## src/rtl/hilbert_mac_seq.sv

```systemverilog
// Hilbert-transform FIR, one shared 16x16 MAC per clock.
// Each accepted sample goes into a circular history buffer. The filter then
// walks the taps from the newest sample backwards, one product per cycle, and
// emits one truncated result. A one-entry pending slot absorbs a single sample
// that arrives while the MAC is busy. Further early samples are dropped and
// flagged in the sticky overrun bit.
module hilbert_mac_seq #(
  parameter int                 N_TAPS = 31,
  parameter logic signed [15:0] COEFFS [N_TAPS] = '{
    -16'sd523,  16'sd0, -16'sd427,  16'sd0, -16'sd612,  16'sd0, -16'sd870,   16'sd0,
    -16'sd1257, 16'sd0, -16'sd1915, 16'sd0, -16'sd3372, 16'sd0, -16'sd10396, 16'sd0,
     16'sd10396, 16'sd0, 16'sd3372, 16'sd0,  16'sd1915, 16'sd0,  16'sd1257,  16'sd0,
     16'sd870,  16'sd0,  16'sd612,  16'sd0,  16'sd427,  16'sd0,  16'sd523
  },
  parameter int                 SHIFT  = 14
) (
  input  logic               clk,
  input  logic               rst,
  input  logic               pcm_valid,
  input  logic signed [15:0] din,
  output logic signed [15:0] dout,
  output logic               out_valid,
  output logic               busy,
  output logic               overrun,
  input  logic               clr_overrun
);

  localparam int PW = (N_TAPS > 1) ? $clog2(N_TAPS) : 1;
  localparam logic [PW-1:0] LAST = PW'(N_TAPS - 1);

  typedef enum logic [1:0] {IDLE, MAC, DONE} state_t;

  state_t                    state_q;
  logic signed [15:0]        hist_q [N_TAPS];
  logic        [PW-1:0]      wr_ptr_q;
  logic        [PW-1:0]      rd_ptr_q;   // (newest - k) mod N_TAPS
  logic        [PW-1:0]      k_q;
  logic signed [39:0]        acc_q;
  logic                      pend_valid_q;
  logic signed [15:0]        pend_data_q;
  logic signed [15:0]        dout_q;
  logic                      out_valid_q;
  logic                      overrun_q;

  logic                      take_pend;
  logic                      take_din;
  logic                      capture;
  logic                      drop;
  logic signed [15:0]        sample;
  logic                      pend_valid_d;
  logic signed [15:0]        pend_data_d;
  logic                      overrun_d;
  logic signed [31:0]        prod;

  function automatic logic [PW-1:0] ptr_inc(input logic [PW-1:0] p);
    return (p == LAST) ? '0 : p + 1'b1;
  endfunction

  function automatic logic [PW-1:0] ptr_dec(input logic [PW-1:0] p);
    return (p == '0) ? LAST : p - 1'b1;
  endfunction

  // Single shared multiplier: current history tap times current coefficient.
  assign prod = 32'(hist_q[rd_ptr_q]) * 32'(COEFFS[k_q]);

  // Sample arbitration: pending beats a fresh strobe in IDLE; a strobe not
  // consumed directly goes to pending if the slot is (or becomes) free.
  always_comb begin
    take_pend = 1'b0;
    take_din  = 1'b0;
    if (state_q == IDLE) begin
      take_pend = pend_valid_q;
      take_din  = !pend_valid_q && pcm_valid;
    end
    capture = pcm_valid && !take_din && (!pend_valid_q || take_pend);
    drop    = pcm_valid && !take_din && pend_valid_q && !take_pend;
    sample  = take_pend ? pend_data_q : din;

    pend_valid_d = pend_valid_q;
    pend_data_d  = pend_data_q;
    if (capture) begin
      pend_valid_d = 1'b1;
      pend_data_d  = din;
    end else if (take_pend) begin
      pend_valid_d = 1'b0;
    end

    // A drop on the same edge as a clear keeps the flag set.
    overrun_d = overrun_q;
    if (drop)             overrun_d = 1'b1;
    else if (clr_overrun) overrun_d = 1'b0;
  end

  // Pending slot and sticky overrun flag.
  always_ff @(posedge clk or posedge rst) begin
    if (rst) begin
      pend_valid_q <= 1'b0;
      pend_data_q  <= '0;
      overrun_q    <= 1'b0;
    end else begin
      pend_valid_q <= pend_valid_d;
      pend_data_q  <= pend_data_d;
      overrun_q    <= overrun_d;
    end
  end

  // Control FSM with datapath: IDLE accepts, MAC walks taps, DONE publishes.
  always_ff @(posedge clk or posedge rst) begin
    if (rst) begin
      state_q     <= IDLE;
      for (int i = 0; i < N_TAPS; i++) hist_q[i] <= '0;
      wr_ptr_q    <= '0;
      rd_ptr_q    <= '0;
      k_q         <= '0;
      acc_q       <= '0;
      dout_q      <= '0;
      out_valid_q <= 1'b0;
    end else begin
      out_valid_q <= 1'b0;
      case (state_q)
        IDLE: begin
          if (take_pend || take_din) begin
            hist_q[wr_ptr_q] <= sample;
            rd_ptr_q         <= wr_ptr_q;
            wr_ptr_q         <= ptr_inc(wr_ptr_q);
            acc_q            <= '0;
            k_q              <= '0;
            state_q          <= MAC;
          end
        end
        MAC: begin
          acc_q    <= acc_q + 40'(prod);
          rd_ptr_q <= ptr_dec(rd_ptr_q);
          if (k_q == LAST) begin
            state_q <= DONE;
          end else begin
            k_q <= k_q + 1'b1;
          end
        end
        DONE: begin
          dout_q      <= acc_q[SHIFT+15:SHIFT];
          out_valid_q <= 1'b1;
          state_q     <= IDLE;
        end
        default: state_q <= IDLE;
      endcase
    end
  end

  assign dout      = dout_q;
  assign out_valid = out_valid_q;
  assign busy      = (state_q != IDLE);
  assign overrun   = overrun_q;

endmodule
```

## config.mk

```make
export PLATFORM = sky130hd
export DESIGN_NAME = hilbert_mac_seq
export DESIGN_NICKNAME = d
export VERILOG_FILES = /design/src/rtl/hilbert_mac_seq.sv
export SDC_FILE = /design/constraint.sdc
export NUM_CORES = 2
export LEC_CHECK = 0
export BUFFER_PORTS_ARGS = -buffer_cell sky130_fd_sc_hd__buf_2
export CAP_MARGIN = 20
export CORE_MARGIN = 4
export CORE_UTILIZATION = 49
export DETAILED_ROUTE_END_ITERATION = 12
export PLACE_DENSITY = 0.68
export SYNTH_ARGS = -nofsm -noshare
export SYNTH_HDL_FRONTEND = slang
export SYNTH_SLANG_ARGS = --single-unit
export TNS_END_PERCENT = 30
```

## constraint.sdc

```tcl
create_clock -name clk -period 16.3 [get_ports clk]
set_input_delay 1.63 -clock clk [delete_from_list [all_inputs] [get_ports clk]]
set_output_delay 1.63 -clock clk [all_outputs]
set_load 0.005 [all_outputs]
```

Yosys cells after proc, flatten, opt, wreduce, memory -nomap -nowiden
Memory sizes are Yosys's and may differ from the RTL's.
Index checks and enable logic that the tools add are counted.

operators by class
  $lt $le $gt $ge = 4
  multiply operators = 1
  muxes and demuxes = 28
  shift-type cells = 0
  eq/ne operators = 7
  bitwise logic cells = 3
  reduce and logical (&&, ||, !) cells = 21
  divide/modulo/power cells = 0
  add/sub/neg operators = 4

operators by type and width
  cell                                                         number
  bitwise mux 496 bit                                          1
  two-way mux 16 bit                                           6
  binary-select mux 16 bit (select 5 bit)                      1
  demux 16 bit (select 5 bit)                                  1
  one-hot mux 40 bit (2 select lines)                          1
  adder 40 x 32 -> 40 bit                                      1
  two-way mux 40 bit                                           1
  multiplier 16 x 16 -> 32 bit                                 1
  two-way mux 5 bit                                            5
  one-hot mux 5 bit (2 select lines)                           2
  >= comparator 6 bit (second input constant)                  3
  inverter 5 -> 6 bit                                          3
  adder 5 x 1 -> 5 bit (second input constant)                 2
  == test 5 bit (second input constant)                        2
  nonzero test 2 bit                                           4
  two-way mux 1 bit                                            7
  logical AND 1 bit                                            6
  less-than comparator 6 x 1 -> 1 bit (second input constant)  1
  AND reduction 2 bit                                          3
  zero test 5 bit                                              1
  subtractor 5 x 1 -> 5 bit (second input constant)            1
  two-way mux 2 bit                                            2
  != test 2 bit (second input constant)                        2
  one-hot mux 2 bit (2 select lines)                           1
  7 further kinds                                              10

storage, ports and cells
  bits in registers = 588
  bits of input ports = 20
  latch bits = 0
  memories kept = 1
  memory bits (writable) = 0
  output and inout bits = 19
  logic and storage cells = 110
  memory bits (read-only) = 512

memory list
  memory            words  bits a word  read ports  clocked after Yosys merged registers in  write ports  RTL line  text
  (name not given)  32     16           1           0                                        0            64        assign prod = 32'(hist_q[rd_ptr_q]) * 32'(COEFFS[k_q]);

Depth between registers and ports, before layout
  word-level depth = 8
  gate-level depth with buffers = 32
  mapped depth without buffers = 28

Least setup slack after synthesis
OpenSTA, ideal clock, no wires.

  kind = register to register
  start = register rd_ptr_q[1]
  end = register acc_q[24]
  setup slack = 8,825 ps
  library setup time = 129 ps
  required time = 16,171 ps
  data arrival time = 7,346 ps
  cell stages (with the launch flop) = 28
  path buffers = 4
  period minus slack after synthesis = 7,475 ps
  cell sequence = dfrtp_1 -> buf_6 -> buf_6 -> buf_2 -> buf_1 -> mux4_2 -> mux4_2 -> mux2i_1 -> nor2_1 -> fa_1 -> inv_1 -> fa_1 -> fa_1 -> fa_1 -> inv_1 -> fa_1 -> inv_1 -> fa_1 -> inv_1 -> ha_1 -> a21o_1 -> a21oi_1 -> nor2_1 -> o21a_1 -> a2111oi_1 -> o31ai_1 -> xnor2_1 -> o21ai_1

on the way
  cells in the longest elaborated chain, start to end = 7

ends and longest elaborated chain
  what                                                    RTL line  text
  from (decl)                                             36        logic [PW-1:0] rd_ptr_q;
  from (signal assigned)                                  124       rd_ptr_q <= wr_ptr_q;
  from (signal assigned)                                  133       rd_ptr_q <= ptr_dec(rd_ptr_q);
  inverter 5 -> 6 bit (implied by the code)               64
  binary-select mux 16 bit (select 5 bit)                 64
  two-way mux 16 bit (implied by the code) (2 in series)  64
  multiplier 16 x 16 -> 32 bit                            64
  adder 40 x 32 -> 40 bit                                 132       acc_q <= acc_q + 40'(prod);
  one-hot mux 40 bit (2 select lines)                     120       case (state_q)
  to (signal assigned)                                    132
  to (decl)                                               38        logic signed [39:0] acc_q;

Every way passes these cells. The select of a mux whose other input is x is not followed.
A chain may end at the register's enable or synchronous reset.

Worst setup path in the final report
  start = register rd_ptr_q[0]
  end = register acc_q[27]

Same word-level chain as after synthesis.

==> reports/metrics.csv <==
stage;metric;value;unit
sta;Final Cycle Share;57.9;%
sta;worst slew pin tran;1140;ps
clock_tree;postcts setup bufs;0;
route;DRT antenna net count;0;
layout;Layout Nets;3802;
route;final wirelength;90100;um
global_routing;first-pass GRT wire length;146000;um
floorplanning;die height;278;um
floorplanning;die area;77400;um2
min_path;end point of the worst hold path;dout[1]$_DFFE_PP0P_;
worst_setup_path;FF-to-FF End;acc_q[27]$_DFFE_PP0P_;
pwr;worst vdd ir;0.574;mV
sta;Final min period;9440;ps
status;status;finished, final reports clean;
layout;Diodes inserted;0;
global_routing;global route overflow;0;
synthesis;Syn. warnings;0;
layout;layout cells sized above 1;13.0;%
synthesis;synth top area cells;dfrtp_1 (40%), fa_1 (15%), mux4_2 (8.7%), o21ai_0 (7.8%), nand2_1 (6.8%);
sta;Worst Clk Skew;70.9;ps
route;DRT iter0 DRCs;1887;
floorplanning;row cnt;98;
flow_run;max-cap violations;0;
place;Final GP Congestion;0.909;
route;vias per inst;5.58;
sta;Slew headroom;24.0;%
synthesis;Syn Nets;3868;
worst_setup_path;FF-to-FF path depth;24;
clock_tree;clock-pin slew on the worst setup and hold paths;70;ps
pwr;pwr/cell area;236;nW/um2
floorplanning;Core Area;72000;um2
clock_tree;CTS Hold Bufs;0;
layout;Layout Area Growth over Synthesis;8.99;%
clock_tree;Clock Root Buffer;clkbuf_16;
min_path;Worst Hold Depth;1;
floorplanning;Starting Density;49.7;%
worst_setup_path;reg2reg start;rd_ptr_q[0]$_DFFE_PP0P_;
clock_tree;Max H-tree Level;2;
worst_setup_path;WS Path Type;reg -> reg;
route;Vias;24600;
synthesis;register area share after synthesis;40.4;%
clock_tree;clk sink count;578;
synthesis;Yosys top cell by area;dfrtp_1;
min_path;Hold Path Class;reg -> reg;
synthesis;distinct cell type count after synthesis;67;
global_routing;vias in the first global route;25400;
worst_setup_path;crit path DAT;9990;ps
synthesis;#FFs+latches synth;578;
global_routing;largest net degree at the start of global routing;190;
worst_setup_path;Max FO, Critical Path;87;
synthesis;Post-Syn Area per Cell;10.3;um2
global_routing;GRT Total Usage;23.7;%
synthesis;Post-Synthesis Cells;3470;
clock_tree;Max Root-Sink Buffers;3;
floorplanning;die width;278;um
place;Post-Place Worst Slack;6800;ps
min_path;hold_sp;acc_q[15]$_DFFE_PP0P_;
layout;Final Util;54.2;%
sta;setup TNS;0;ps
place;Placed Instances;4289;
sta;number of setup violations in the final report;0;
synthesis;synthesized cell area;35800;um2
synthesis;Post-synth EDFFs;0;
clock_tree;Worst-Skew Late Latency;680;ps
sta;RSZ-0062 raised after global routing;false;
sta;Peak Freq;106;MHz
synthesis;prevailing post-synth register cell;dfrtp_1;
route;DR DRC count;0;
synthesis;Synth top area share;40.4;%
worst_setup_path;CP Launch Type;flip-flop;
sta;slack of the critical path;6860;ps
layout;post-route insts no fill;4404;
clock_tree;CTS buffer count;60;
sta;final hold violation count;0;
synthesis;Post-synth ARST share;100;%
floorplanning;I/O pins;39;
pwr;P_leak;0.0183;uW
route;drt wl/cell;20.5;um
worst_setup_path;Worst setup EP type;flip-flop;
clock_tree;PostCTS Resize Cnt;0;
sta;max-slew violations;0;
place;IO buf count;38;
clock_tree;CTS tree;built;
route;total iterations of the first detailed-routing run;6;
global_routing;initial antenna violation count;2;
place;DPL Wire Length;60600;um
worst_setup_path;R2R Setup Slk;6860;ps
worst_setup_path;Worst Path Required;16850;ps
[final cells by class]
class                           count  area (um2)
Clock inverter                     26         340
Inverter                          362        1360
Timing Repair Buffer              115         868
Fill cell                        6223       33000
Sequential cell                   578       14500
Tap cell                          950        1190
Multi-Input combinational cell   2287       19000
Clock buffer                       86        1790
[through the flow]
step | cell area (um2) | power (uW) | hold slack [ps]
2_1_floorplan | 35800 | 6400 | 444
3_3_place_gp | 36800 | 7620 | 456
3_5_place_dp | 36800 | 7770 | 465
4_1_cts | 38900 | 9230 | 479
5_1_grt | 39000 | 10100 | 497
6_report | 39000 | 9220 | 472
[Yosys cell counts, types with 15 or more instances]
| cell | count |
|---|---|
| nand2_1 | 651 |
| inv_1 | 357 |
| mux2i_1 | 40 |
| nand2b_1 | 28 |
| clkbuf_1 | 191 |
| nand3_1 | 19 |
| nor2b_1 | 15 |
| mux2_2 | 35 |
| a21oi_1 | 41 |
| mux4_2 | 138 |
| ha_1 | 104 |
| o21ai_0 | 556 |
| nor3_1 | 18 |
| dfrtp_1 | 578 |
| nor2_1 | 171 |
| fa_1 | 274 |
| buf_2 | 23 |
| xnor2_1 | 32 |
[critical path, stage by stage (launching register included)]
cell and delay (ps):
dfrtp_4 950, buf_12 570, mux4_2 580, mux4_2 540
mux2i_2 760, nor2_1 170, fa_1 560, inv_1 50
fa_1 470, fa_1 530, inv_1 60, fa_1 510
fa_1 510, inv_1 50, fa_1 480, inv_1 40
ha_1 330, a21oi_1 310, nor2_1 120, o311ai_1 480
a31oi_1 270, a21oi_1 280, o21bai_1 110, or4b_1 470
nand3_1 90
[registers in the layout, indices dropped and copies added (netlist names)]
name and flops:
acc_q 30, dout 16, hist_q 496, k_q 5
out_valid 1, overrun 1, pend_data_q 16, pend_valid_q 1
rd_ptr_q 5, state_q 2, wr_ptr_q 5
[where the power goes]
part           internal [uW]  switching [uW]  total (uW)  leakage [uW]
Sequential              1690             217        1910       0.00790
Clock                    847             612        1460       0.00105
Combinational           2480            3380        5860       0.00931
Total                   5020            4200        9220        0.0183
[cells by family (layout without fill, tap and decap cells)]
logic type               Yosys count  count (layout)  share of synthesized area [%]
AO/OA/AOI/OAI                    674             674                           10.0
XOR/XNOR                          47              47                           1.19
adder cells (fa/ha/maj)          380             380                           19.0
buffers and inverters            605             589                           6.76
flip-flops                       578             578                           40.4
multiplexers                     224             224                           11.5
AND/OR/NAND/NOR                  962             962                           11.1
[layout by cell type (no fill, tap or decap), types with 8 or more instances in the layout]
cell,count
xor2_1,14
fa_1,274
mux4_2,138
inv_1,356
o21ai_0,556
buf_4,70
o21bai_1,8
xnor2_1,32
nand2_1,648
buf_2,38
nor2_1,171
nand3_1,19
mux2i_4,8
a21oi_1,40
clkinv_2,12
a21o_1,8
mux2i_2,19
nand2b_1,28
clkbuf_16,60
and2_1,11
nor3_1,18
ha_1,104
clkbuf_8,19
nor2b_1,14
mux2i_1,24
dfrtp_1,574
mux2_2,35
or2_2,9
[worst max path at each step]
stage,from,endpoint,slack (ps)
floorplan,rst,acc_q[0]$_DFFE_PP0P_,6790
global placement,rd_ptr_q[0]$_DFFE_PP0P_,acc_q[24]$_DFFE_PP0P_,6890
detailed placement,rd_ptr_q[0]$_DFFE_PP0P_,acc_q[26]$_DFFE_PP0P_,6800
CTS,rd_ptr_q[0]$_DFFE_PP0P_,acc_q[24]$_DFFE_PP0P_,6800
global route,rd_ptr_q[0]$_DFFE_PP0P_,acc_q[24]$_DFFE_PP0P_,6320
finish,rd_ptr_q[0]$_DFFE_PP0P_,acc_q[27]$_DFFE_PP0P_,6860
[layer usage]
| layer | share of wire (%) | up-vias | GRT usage (%) |
|---|---|---|---|
| li1 | - | 11200 | - |
| met1 | 44 | 12500 | 34.2 |
| met2 | 47 | 703 | 38.0 |
| met3 | 5.8 | 168 | 3.47 |
| met4 | 3.0 | 2 | 7.15 |
| met5 | 0.014 | - | 0 |
Power figures use the tool's default switching activity.
